### src/rtl/mult_engine_pkg.sv
`default_nettype none
// ============================================================================
//  Module   : mult_engine_pkg
//  Purpose  : Shared constants for the iterative shift-add multiplier:
//             FSM state encoding, default operand width, step-counter width.
//  Revision : 1.0  initial release
// ============================================================================
package mult_engine_pkg;

    // FSM state encoding (2-bit)
    localparam logic [1:0] IDLE = 2'd0;
    localparam logic [1:0] RUN  = 2'd1;
    localparam logic [1:0] DONE = 2'd2;

    // Default operand width; the product is twice this
    localparam int DEFAULT_WIDTH = 8;

    // Step counter width for a given operand width (never below one bit)
    function automatic int cnt_width(input int w);
        return (w > 1) ? $clog2(w) : 1;
    endfunction

    localparam int CNT_W = cnt_width(DEFAULT_WIDTH);

endpackage
`default_nettype wire

### src/rtl/shift_add_step.sv
`default_nettype none
// ============================================================================
//  Module   : shift_add_step
//  Purpose  : One combinational shift-add iteration: conditionally add the
//             shifted multiplicand, shift multiplicand left and multiplier
//             right, and flag when the remaining multiplier bits are zero.
//  Revision : 1.0  initial release
// ============================================================================
module shift_add_step #(
    parameter int WIDTH = 8
) (
    input  logic [2*WIDTH-1:0] i_acc,
    input  logic [2*WIDTH-1:0] i_a,
    input  logic [WIDTH-1:0]   i_b,
    output logic [2*WIDTH-1:0] o_acc,
    output logic [2*WIDTH-1:0] o_a,
    output logic [WIDTH-1:0]   o_b,
    output logic               o_b_zero
);

    // Single partial-product step; b_zero looks at the post-shift multiplier
    always_comb begin
        o_acc    = i_b[0] ? (i_acc + i_a) : i_acc;
        o_a      = i_a << 1;
        o_b      = i_b >> 1;
        o_b_zero = (o_b == '0);
    end

endmodule
`default_nettype wire

### src/rtl/mult_engine.sv
`default_nettype none
// ============================================================================
//  Module   : mult_engine
//  Purpose  : Iterative shift-add unsigned multiplier, engine side of a
//             start/done handshake. engDone is a level held until the next
//             start; product is only updated on the completing edge.
//  Config   : MULT_EARLY_TERM_EN - finish as soon as the remaining multiplier
//             bits are all zero (latency = position of highest set bit of B,
//             minimum one cycle). Undefined: fixed WIDTH-cycle latency.
//  Revision : 1.0  initial release
// ============================================================================
module mult_engine
    import mult_engine_pkg::*;
#(
    parameter int WIDTH = DEFAULT_WIDTH
) (
    input  logic               clock,
    input  logic               reset,
    input  logic               EngStart,
    input  logic [WIDTH-1:0]   operandA,
    input  logic [WIDTH-1:0]   operandB,
    output logic               engDone,
    output logic               busy,
    output logic [2*WIDTH-1:0] product
);

    localparam int            CW       = cnt_width(WIDTH);
    localparam logic [CW-1:0] LAST_CNT = CW'(WIDTH - 1);
    localparam logic [CW-1:0] ONE_CNT  = CW'(1);
`ifdef MULT_EARLY_TERM_EN
    localparam logic          EARLY_TERM = 1'b1;
`else
    localparam logic          EARLY_TERM = 1'b0;
`endif

    logic [1:0]         state_q,   state_d;
    logic [2*WIDTH-1:0] a_reg_q,   a_reg_d;
    logic [WIDTH-1:0]   b_reg_q,   b_reg_d;
    logic [2*WIDTH-1:0] acc_q,     acc_d;
    logic [CW-1:0]      cnt_q,     cnt_d;
    logic [2*WIDTH-1:0] product_q, product_d;
    logic               done_q,    done_d;

    logic [2*WIDTH-1:0] step_acc;
    logic [2*WIDTH-1:0] step_a;
    logic [WIDTH-1:0]   step_b;
    logic               step_b_zero;
    logic               last_step;

    shift_add_step #(
        .WIDTH    (WIDTH)
    ) u_step (
        .i_acc    (acc_q),
        .i_a      (a_reg_q),
        .i_b      (b_reg_q),
        .o_acc    (step_acc),
        .o_a      (step_a),
        .o_b      (step_b),
        .o_b_zero (step_b_zero)
    );

    // Completion test: counter reaches the final step, or nothing left to add
    always_comb begin
        last_step = (cnt_q == LAST_CNT) || (EARLY_TERM && step_b_zero);
    end

    // Next-state logic; a start request overrides every state, including RUN
    always_comb begin
        state_d   = state_q;
        a_reg_d   = a_reg_q;
        b_reg_d   = b_reg_q;
        acc_d     = acc_q;
        cnt_d     = cnt_q;
        product_d = product_q;
        done_d    = done_q;

        if (EngStart) begin
            a_reg_d = {{WIDTH{1'b0}}, operandA};
            b_reg_d = operandB;
            acc_d   = '0;
            cnt_d   = '0;
            done_d  = 1'b0;
            state_d = RUN;
        end else begin
            case (state_q)
                IDLE: begin
                    done_d = 1'b0;
                end
                RUN: begin
                    acc_d   = step_acc;
                    a_reg_d = step_a;
                    b_reg_d = step_b;
                    cnt_d   = cnt_q + ONE_CNT;
                    if (last_step) begin
                        // Publish the sum including this step's partial product
                        product_d = step_acc;
                        done_d    = 1'b1;
                        state_d   = DONE;
                    end
                end
                DONE: begin
                    done_d = 1'b1;
                end
                default: begin
                    state_d = IDLE;
                    done_d  = 1'b0;
                end
            endcase
        end
    end

    // State and datapath registers, cleared asynchronously by reset
    always_ff @(posedge clock or negedge reset) begin
        if (!reset) begin
            state_q   <= IDLE;
            a_reg_q   <= '0;
            b_reg_q   <= '0;
            acc_q     <= '0;
            cnt_q     <= '0;
            product_q <= '0;
            done_q    <= 1'b0;
        end else begin
            state_q   <= state_d;
            a_reg_q   <= a_reg_d;
            b_reg_q   <= b_reg_d;
            acc_q     <= acc_d;
            cnt_q     <= cnt_d;
            product_q <= product_d;
            done_q    <= done_d;
        end
    end

    assign engDone = done_q;
    assign busy    = (state_q == RUN);
    assign product = product_q;

endmodule
`default_nettype wire

### config.mk
export PLATFORM = sky130hd
export DESIGN_NAME = mult_engine
export DESIGN_NICKNAME = d
export VERILOG_FILES = /design/src/rtl/mult_engine_pkg.sv /design/src/rtl/shift_add_step.sv /design/src/rtl/mult_engine.sv
export SDC_FILE = /design/constraint.sdc
export NUM_CORES = 1
export LEC_CHECK = 0
export ABC_CLOCK_PERIOD_IN_PS = 3200
export CAP_MARGIN = 10
export CORE_MARGIN = 3
export CORE_UTILIZATION = 57
export DETAILED_ROUTE_END_ITERATION = 8
export PLACE_DENSITY = 0.8
export SLEW_MARGIN = 10
export SYNTH_ARGS = -nofsm -noshare
export SYNTH_HDL_FRONTEND = slang
export SYNTH_SLANG_ARGS = --single-unit
### constraint.sdc
create_clock -name clock -period 3.2 [get_ports clock]
set_input_delay 0.96 -clock clock [delete_from_list [all_inputs] [get_ports clock]]
set_output_delay 0.96 -clock clock [all_outputs]
set_load 0.05 [all_outputs]
# Yosys cells after proc, flatten, opt, wreduce, memory -nomap -nowiden
# Index checks and enable logic that the tools add are counted.
word_totals:
  ff_bits: 62
  inputBits: 19
  out_inout_bits: 18
  wordCells: 35
classes:
  n_addsub: 2
  reduce_logical: 5
  bitwise: 1
  mux: 15
  n_eq_ne: 5
op_table:
  columns: ["op", "count"]
  rows:
  - ["2-to-1 mux 16 bit", 5]
  - ["adder 16 bit", 1]
  - ["2-to-1 mux 8 bit", 2]
  - ["2-to-1 mux 3 bit", 2]
  - ["2-to-1 mux 2 bit", 2]
  - ["one-hot mux 2 bit (2 select lines)", 1]
  - ["adder 3 x 1 -> 3 bit (second input constant)", 1]
  - ["equality test 3 bit (second input constant)", 1]
  - ["inequality test 3 x 2 -> 1 bit (second input constant)", 1]
  - ["AND reduction 3 bit", 1]
  - ["equality test 2 x 1 -> 1 bit (second input constant)", 1]
  - ["equality test 2 bit (second input constant)", 1]
  - ["zero test 2 bit", 1]
  - ["2-to-1 mux 1 bit", 2]
  - ["inequality test 2 x 1 -> 1 bit (second input constant)", 1]
  - ["one-hot mux 1 bit (2 select lines)", 1]
  - ["AND reduction 2 bit", 1]
  - ["nonzero test 2 bit", 1]
  - ["OR reduction 2 bit", 1]
  - ["inverter 1 bit", 1]

# Logic depth before layout (Yosys ltp)
# Gate-level depths: netlist (run 1).
logic_depth:
  ltp_word: 4
  mapped_depth: 10
  mapped_depth_nobuf: 8

# Cells and area by module
# A second synthesis (run 1) with hierarchy kept.
hier_totals:
  cells_unflattened: 366
  area_unflattened_um2: 3822.4
modules_own_cells:
  columns: ["module", "seq_area_each_um2", "instances", "cells_per_inst", "area_each_um2"]
  rows:
  - ["mult_engine", 1551.5, 1, 206, 2640.0]
  - ["shift_add_step", 0.0, 1, 160, 1182.4]

# Worst setup path before layout (run 1)
# Ideal clock, no wire load.
synth_path:
  path_kind: "reg2reg"
  from: "register a_reg_q[0]"
  to: "register product_q[10], in the netlist product[10]"
  path_slack_ps: 937
  path_stages_with_launch: 9
  arrival_time_ps: 2196
  cell_sequence: "dfrtp_1 ha_1 fa_1 a21oi_1 o21ai_1 a211o_1 a31oi_1 mux2_2 nand2_1"
synth_via:
  elab_chain_len: 2
synth_lines:
  columns: ["item", "line_no", "text"]
  rows:
  - ["start: declaration", "mult_engine.sv:37", "logic [2*WIDTH-1:0] a_reg_q, a_reg_d;"]
  - ["start signal: assignment", "mult_engine.sv:124", "a_reg_q <= a_reg_d;"]
  - ["adder 16 bit", "shift_add_step.sv:23", "o_acc = i_b[0] ? (i_acc + i_a) : i_acc;"]
  - ["2-to-1 mux 16 bit", "shift_add_step.sv:23", null]
  - ["end signal: assignment", "mult_engine.sv:128", "product_q <= product_d;"]
  - ["end: declaration", "mult_engine.sv:41", "logic [2*WIDTH-1:0] product_q, product_d;"]
# No other way between the ends.
# A chain may end at the register's enable or synchronous reset.

# Worst setup path in the final report (run 1)
layout_path:
  from: "register product_q[15], in the netlist product[15]"
  to: "output port product[15]"
layout_rtl:
  columns: ["item", "line_no", "text"]
  rows:
  - ["end: declaration", "mult_engine.sv:24", "output logic [2*WIDTH-1:0] product"]
# No word-level cell between the ends.

==> results.sh, run 1 <==
export IMPL_start_util_pct=59.9
export IMPL_h_tree_depth=3
export IMPL_use_met1_pct=32.1
export IMPL_place_congestion=0.852
export IMPL_finalSetupViolCount=0
export IMPL_fin_tns_setup_ns=0
export IMPL_rsz0062_at_grt="false"
export IMPL_finalNetCount=447
export IMPL_synth_cell_types=51
export IMPL_avgSynthCellArea_sq_um=9.56
export IMPL_drtIter0Drc=171
export IMPL_synth_area_top_cells="dfrtp_1 (43%), mux2i_1 (9.6%), ha_1 (6.2%), nand2_1 (5.8%), o21ai_0 (4.0%)"
export IMPL_worst_pin_slew_ns=0.685
export IMPL_synth_top_flop_cell="dfrtp_1"
export IMPL_rrSetupSlack_ns=0.73
export IMPL_yosysWarnings=0
export IMPL_cts_reportedPaths_clkPinSlew_ns=0.07
export IMPL_finalNonFillerCells=486
export IMPL_max_cap_violations=0
export IMPL_die_area_sq_mm=0.00737
export IMPL_io_pins=37
export IMPL_grt_first_pass_wirelength_um=13200
export IMPL_clockBufferDepth=2
export IMPL_status="completed"
export IMPL_critical_path_max_stage_delay_ns=0.82
export IMPL_cp_top_family="buffers and inverters"
export IMPL_clock_latency_ns=0.34
export IMPL_syn_inst=380
export IMPL_drt_total_wl_um=7500
export IMPL_wire_per_inst_um=15.4
export IMPL_rows=28
export IMPL_slew_headroom_pct=54.3
export IMPL_whs_ns=0.475
export IMPL_vias_per_cell=5.78
export IMPL_grt_usage_pct=22.7
export IMPL_place_hpwl_um=5240
export IMPL_worst_setup_path_end_kind="primary output"
export IMPL_cts_sinks=62
export IMPL_cts_made_buffers=9
export IMPL_n_antenna_cell=0
export IMPL_die_x_um=85.8
export IMPL_die_h_um=85.8
export IMPL_cp_start_kind="register"
export IMPL_area_growth_pct=15.6
export IMPL_hp_class="register to register"
export IMPL_period_needed_ns=2.50
export IMPL_drc=0
export IMPL_cp_required_ns=2.24
export IMPL_grtUsageMet3_pct=3.94
export IMPL_critical_path_class="register to primary output"
export IMPL_antenna_found_initial=0
export IMPL_fin_skew_ns=0.00887
export IMPL_root_buffer="clkbuf_8"
export IMPL_cts_tree="built"
export IMPL_grt_pass1_vias=2761
export IMPL_dp_cells=473
export IMPL_grt_busiest_layer="met2"
export IMPL_yosysTopAreaCell="dfrtp_1"
export IMPL_use_met2_pct=34.7
export IMPL_fill_cells=493
export IMPL_io_buffers=36
export IMPL_grt_overflow_total=0
export IMPL_synth_top_area_share_pct=42.7
export IMPL_worstPathArrival_ns=1.54
export IMPL_cts_hold_buf=0
export IMPL_grt_max_degree=50
export IMPL_layout_drive_gt1_share_pct=9.25
export IMPL_vias=2810
export IMPL_timing_final_hold_violations=0
export IMPL_worstPathMaxFanout=2
export IMPL_synth_edf_count=0
export IMPL_crit_chain="clkdlybuf4s50_1"
export IMPL_synth_seq_cells=62
export IMPL_post_cts_buffers=0
export IMPL_period_share_pct=78.1
export IMPL_worstPathBufferInverterCount=1
export IMPL_maxSlewViolCount=0
export IMPL_synth_seq_area_share_pct=42.7
export IMPL_synth_fp_nets=418
export IMPL_postLayoutCoreUtil_pct=69.3
export IMPL_syn_area_sq_mm=0.00363
export IMPL_power_density_mw_per_mm2=621
export IMPL_cpMaxStageDelayCell="clkdlybuf4s50_1"
export IMPL_dr_pass1_iters=5
export IMPL_timing_fmax_mhz=400
export IMPL_ant_nets=0
export IMPL_p_leak_nw=2.10
export IMPL_core_area_sq_mm=0.00606
export IMPL_vdd_drop_max_v=0.000554
export IMPL_async_flop_share_pct=100
export IMPL_post_cts_resized=0
[power breakdown]
group	internal [mW]	switching, mW
combinational	0.384	0.614
sequential	0.910	0.0989
clock	0.307	0.292
total	1.60	1.01
[worst min-delay path, delay by kind of cell, from the launching register on]
kind | cells | cell delay (ns)
AOI/OAI and AO/OA | 1 | 0.06
DFF | 1 | 0.34
and+or+nand+nor | 1 | 0.04
[path summary, 6_finish.rpt]
check	from	to	cells past startpoint
max	product[15]	product[15]	1
min	product[9]	product[9]	2
max reg2reg	a_reg_q[0]	product[10]	8
min reg2reg	product[9]	product[9]	2
max in group asynchronous	reset	a_reg_q[8]	2
min in group asynchronous	reset	acc_q[13]	1
[cell usage after synthesis (7+ instances only)]
cell type,n
a21o_1,7
nor2_1,21
o21ai_0,29
clkbuf_1,18
nand3b_1,10
nand2_1,56
xnor2_1,7
mux2i_1,35
nand3_1,10
a21oi_1,21
dfrtp_1,62
ha_1,18
[per-layer routing]
| layer | up-vias | share of wire, % | wire length, um |
|---|---|---|---|
| met2 | 43 | 46 | 3420 |
| met3 | 12 | 2.6 | 196 |
| li1 | 1417 | - | - |
| met1 | 1338 | 50 | 3780 |
| met5 | - | 0 | 0 |
| met4 | 0 | 1.3 | 101 |
[layout by cell type, fill, tap and decap left out, types with 6 or more instances in the layout]
cell type / instances
mux2i_1: 35
a21o_1: 7
nand2_1: 56
dfrtp_1: 62
nand3_1: 10
clkdlybuf4s50_1: 33
and3_1: 6
clkbuf_8: 11
ha_1: 17
o21ai_0: 29
nor3_1: 6
nor3b_1: 6
xnor2_1: 7
nor2_1: 21
nand3b_1: 10
nand2b_1: 6
a21oi_1: 21
buf_4: 6
[area by class of cell]
| cell class | instances | area, sq um | share of cell area, % |
|---|---|---|---|
| clock buffers | 11 | 151 | 3.61 |
| clock inverters | 2 | 10.0 | 0.238 |
| inverters | 5 | 18.8 | 0.447 |
| multi-input cells | 289 | 1970 | 46.9 |
| flip-flops and latches | 62 | 1550 | 36.9 |
| well taps | 75 | 93.8 | 2.23 |
| repair buffers | 42 | 405 | 9.65 |
[kinds of logic after synthesis]
kind of cell    share of synthesized area (%)
simple gates                             18.7
compound gates                           16.2
flops                                    42.7
mux                                      10.3
buf+inv                                  3.17
fa+ha+maj                                6.75
xor+xnor                                 2.17
[registers in the layout, indices dropped and copies added (netlist names)]
signal,cells
cnt_q,3
b_reg_q,8
product,16
state_q,2
a_reg_q,16
engDone,1
acc_q,16
[stage by stage]
stage	setup WS, ns	power, mW	cell area [sq um]
detailed placement	0.625	2.02	4040
finish	0.700	2.61	4200
global route	0.542	2.76	4200
CTS	0.692	2.62	4200
floorplan	0.937	1.75	3630
global placement	0.759	1.99	4040
(Power assumes the default switching activity.)
==> run 2: changes to the inputs <==
--- a/config.mk
+++ b/config.mk
@@ -5,12 +5,12 @@
 export SDC_FILE = /design/constraint.sdc
 export NUM_CORES = 1
 export LEC_CHECK = 0
-export ABC_CLOCK_PERIOD_IN_PS = 3200
+export ABC_CLOCK_PERIOD_IN_PS = 2250
 export CAP_MARGIN = 10
 export CORE_MARGIN = 3
-export CORE_UTILIZATION = 57
+export CORE_UTILIZATION = 52
 export DETAILED_ROUTE_END_ITERATION = 8
-export PLACE_DENSITY = 0.8
+export PLACE_DENSITY = 0.77
 export SLEW_MARGIN = 10
 export SYNTH_ARGS = -nofsm -noshare
 export SYNTH_HDL_FRONTEND = slang
==> constraint.sdc (replaced) <==
create_clock -name clock -period 2.25 [get_ports clock]
set_input_delay 0.675 -clock clock [delete_from_list [all_inputs] [get_ports clock]]
set_output_delay 0.675 -clock clock [all_outputs]
set_load 0.05 [all_outputs]
==> run 2 against run 1 <==
Effect of this change: register-to-register slack lost 0.70 ns; die area increased by 8.9%; critical path depth grew 7; final cell count increased by 8.0%; non-clock buffer count grew 18; largest power group is now combinational logic; highest routed layer unchanged.
==> results.sh, run 2 (synthesis gave the netlist of run 1 again) <==
export IMPL_status="completed"
export IMPL_die_x_um=89.6
export IMPL_vias_per_cell=5.55
export IMPL_drtIter0Drc=118
export IMPL_grt_pass1_vias=2924
export IMPL_io_buffers=36
export IMPL_clockBufferDepth=2
export IMPL_max_cap_violations=0
export IMPL_dr_pass1_iters=4
export IMPL_fin_skew_ns=0.00856
export IMPL_start_util_pct=55.3
export IMPL_grt_usage_pct=21.7
export IMPL_finalSetupViolCount=0
export IMPL_cts_reportedPaths_clkPinSlew_ns=0.07
export IMPL_area_growth_pct=25.6
export IMPL_grt_overflow_total=0
export IMPL_drt_total_wl_um=7970
export IMPL_layout_commonest_cell="dfrtp_1"
export IMPL_period_needed_ns=2.22
export IMPL_p_leak_nw=2.26
export IMPL_layout_drive_gt1_share_pct=17.1
export IMPL_clock_latency_ns=0.34
export IMPL_p_sw_mw=1.50
export IMPL_timing_final_hold_violations=0
export IMPL_maxSlewViolCount=0
export IMPL_timing_fmax_mhz=451
export IMPL_rrSetupSlack_ns=0.03
export IMPL_drc=0
export IMPL_root_buffer="clkbuf_8"
export IMPL_mostFrequentLayoutCells="dfrtp_1 (61), nand2_1 (56), mux2i_1 (35)"
export IMPL_wire_per_inst_um=15.2
export IMPL_cts_tree="built"
export IMPL_place_congestion=0.843
export IMPL_internal_power_mw=2.84
export IMPL_multi_input_area_sq_mm=0.00204
export IMPL_cts_hold_buf=0
export IMPL_worstPathMaxFanout=3
export IMPL_cts_sinks=62
export IMPL_whs_ns=0.332
export IMPL_critical_path_class="register to register"
export IMPL_pwr_share_clk_pct=31.0
export IMPL_seq_power_share_pct=33.1
export IMPL_p_sw_share_pct=34.5
export IMPL_rows=29
export IMPL_die_h_um=89.6
export IMPL_worst_pin_slew_ns=0.497
export IMPL_io_pins=37
export IMPL_h_tree_depth=3
export IMPL_p_total_mw=4.34
export IMPL_power_frac_comb_pct=35.9
export IMPL_worst_setup_path_end_kind="register"
export IMPL_fill_cells=503
export IMPL_hp_class="input port to asynchronous set/reset pin"
export IMPL_finalNetCount=465
export IMPL_ff_latch_area_sq_mm=0.00155
export IMPL_slew_headroom_pct=66.8
export IMPL_power_density_mw_per_mm2=950
export IMPL_grt_max_degree=63
export IMPL_die_area_sq_mm=0.00802
export IMPL_rsz0062_at_grt="true"
export IMPL_period_share_pct=98.5
export IMPL_worstPathArrival_ns=2.44
export IMPL_n_antenna_cell=0
export IMPL_cp_start_kind="register"
export IMPL_cts_made_buffers=9
export IMPL_r2r_start="a_reg_q[0]"
export IMPL_antenna_found_initial=0
export IMPL_timing_rr_end="product[14]"
export IMPL_core_area_sq_mm=0.00657
export IMPL_grt_first_pass_wirelength_um=13600
export IMPL_vias=2915
export IMPL_cp_required_ns=2.48
export IMPL_place_hpwl_um=5650
export IMPL_vdd_drop_max_v=0.000624
export IMPL_ant_nets=0
export IMPL_worstRegToRegCells=8
==> run 2: changes by cell type in the layout (fill, tap and decap cells not counted), sizes merged <==
cell,previous run,this run
buf,9,28
bufinv,0,4
clkdlybuf4s50,33,31
clkinv,2,1
dlymetal6s2s,0,1
==> run 2: layout make-up <==
| type | instances | share of cell area (%) |
|---|---|---|
| Tap cell | 93 | 2.55 |
| Clock inverter | 5 | 2.83 |
| Inverter | 5 | 0.411 |
| Sequential cell | 62 | 34.0 |
| Clock buffer | 11 | 3.32 |
| Timing Repair Buffer | 60 | 12.1 |
| Multi-Input combinational cell | 289 | 44.7 |
==> run 2: worst max path at each step <==
stage,startpoint,to,slack (ns),depth (start not counted)
finish,a_reg_q[0],product[14],0.03,8
global placement,a_reg_q[0],product[10],-0.01,8
CTS,a_reg_q[5],product[15],0.02,7
floorplan,a_reg_q[0],product[10],0.05,8
detailed placement,a_reg_q[0],product[10],-0.06,8
global route,acc_q[10],product[15],-0.10,7
==> run 2: worst max-delay path, stage by stage (launching register included) <==
cell	delay, ns
dfrtp_1	0.39
ha_2	0.20
fa_2	0.35
a21oi_2	0.15
o21ai_2	0.08
a211o_1	0.33
a41o_1	0.23
mux2i_1	0.12
a211o_1	0.26
==> run 2: power by group through the flow <==
stage / clock network (mW) / registers [mW] / logic, mW
after floorplan: 0 / 1.66 / 0.827
after detailed placement: 0 / 1.45 / 1.50
final: 1.34 / 1.44 / 1.56
after global routing: 1.42 / 1.46 / 1.71
after global placement: 0 / 1.44 / 1.46
after CTS: 1.36 / 1.43 / 1.52
==> run 2: metrics by stage <==
step	cells	area, sq um	worst slack (ns)	setup TNS (ns)	util (%)
3_5_place_dp	506	4190	-0.0618	-0.113	63.7
4_1_cts	522	4480	0.0161	0	68.3
6_report	525	4560	0.0336	0	69.5
2_1_floorplan	380	3630	0.0469	0	-
5_1_grt	525	4560	-0.105	-0.258	69.5
3_3_place_gp	506	4190	-0.0104	-0.0104	63.7
==> run 2: timing repair <==
action	CTS	global route
setup endpoints to repair	5	8
gates resized for setup	4	12
setup buffers	0	3
pin swaps	1	5
==> run 2: per-layer routing <==
layer	routed length, um	global-route usage (%)	vias up
met3	209	3.28	13
li1	-	-	1452
met1	3820	29.9	1407
met2	3820	35.1	43
met5	0	0	-
met4	114	7.17	0
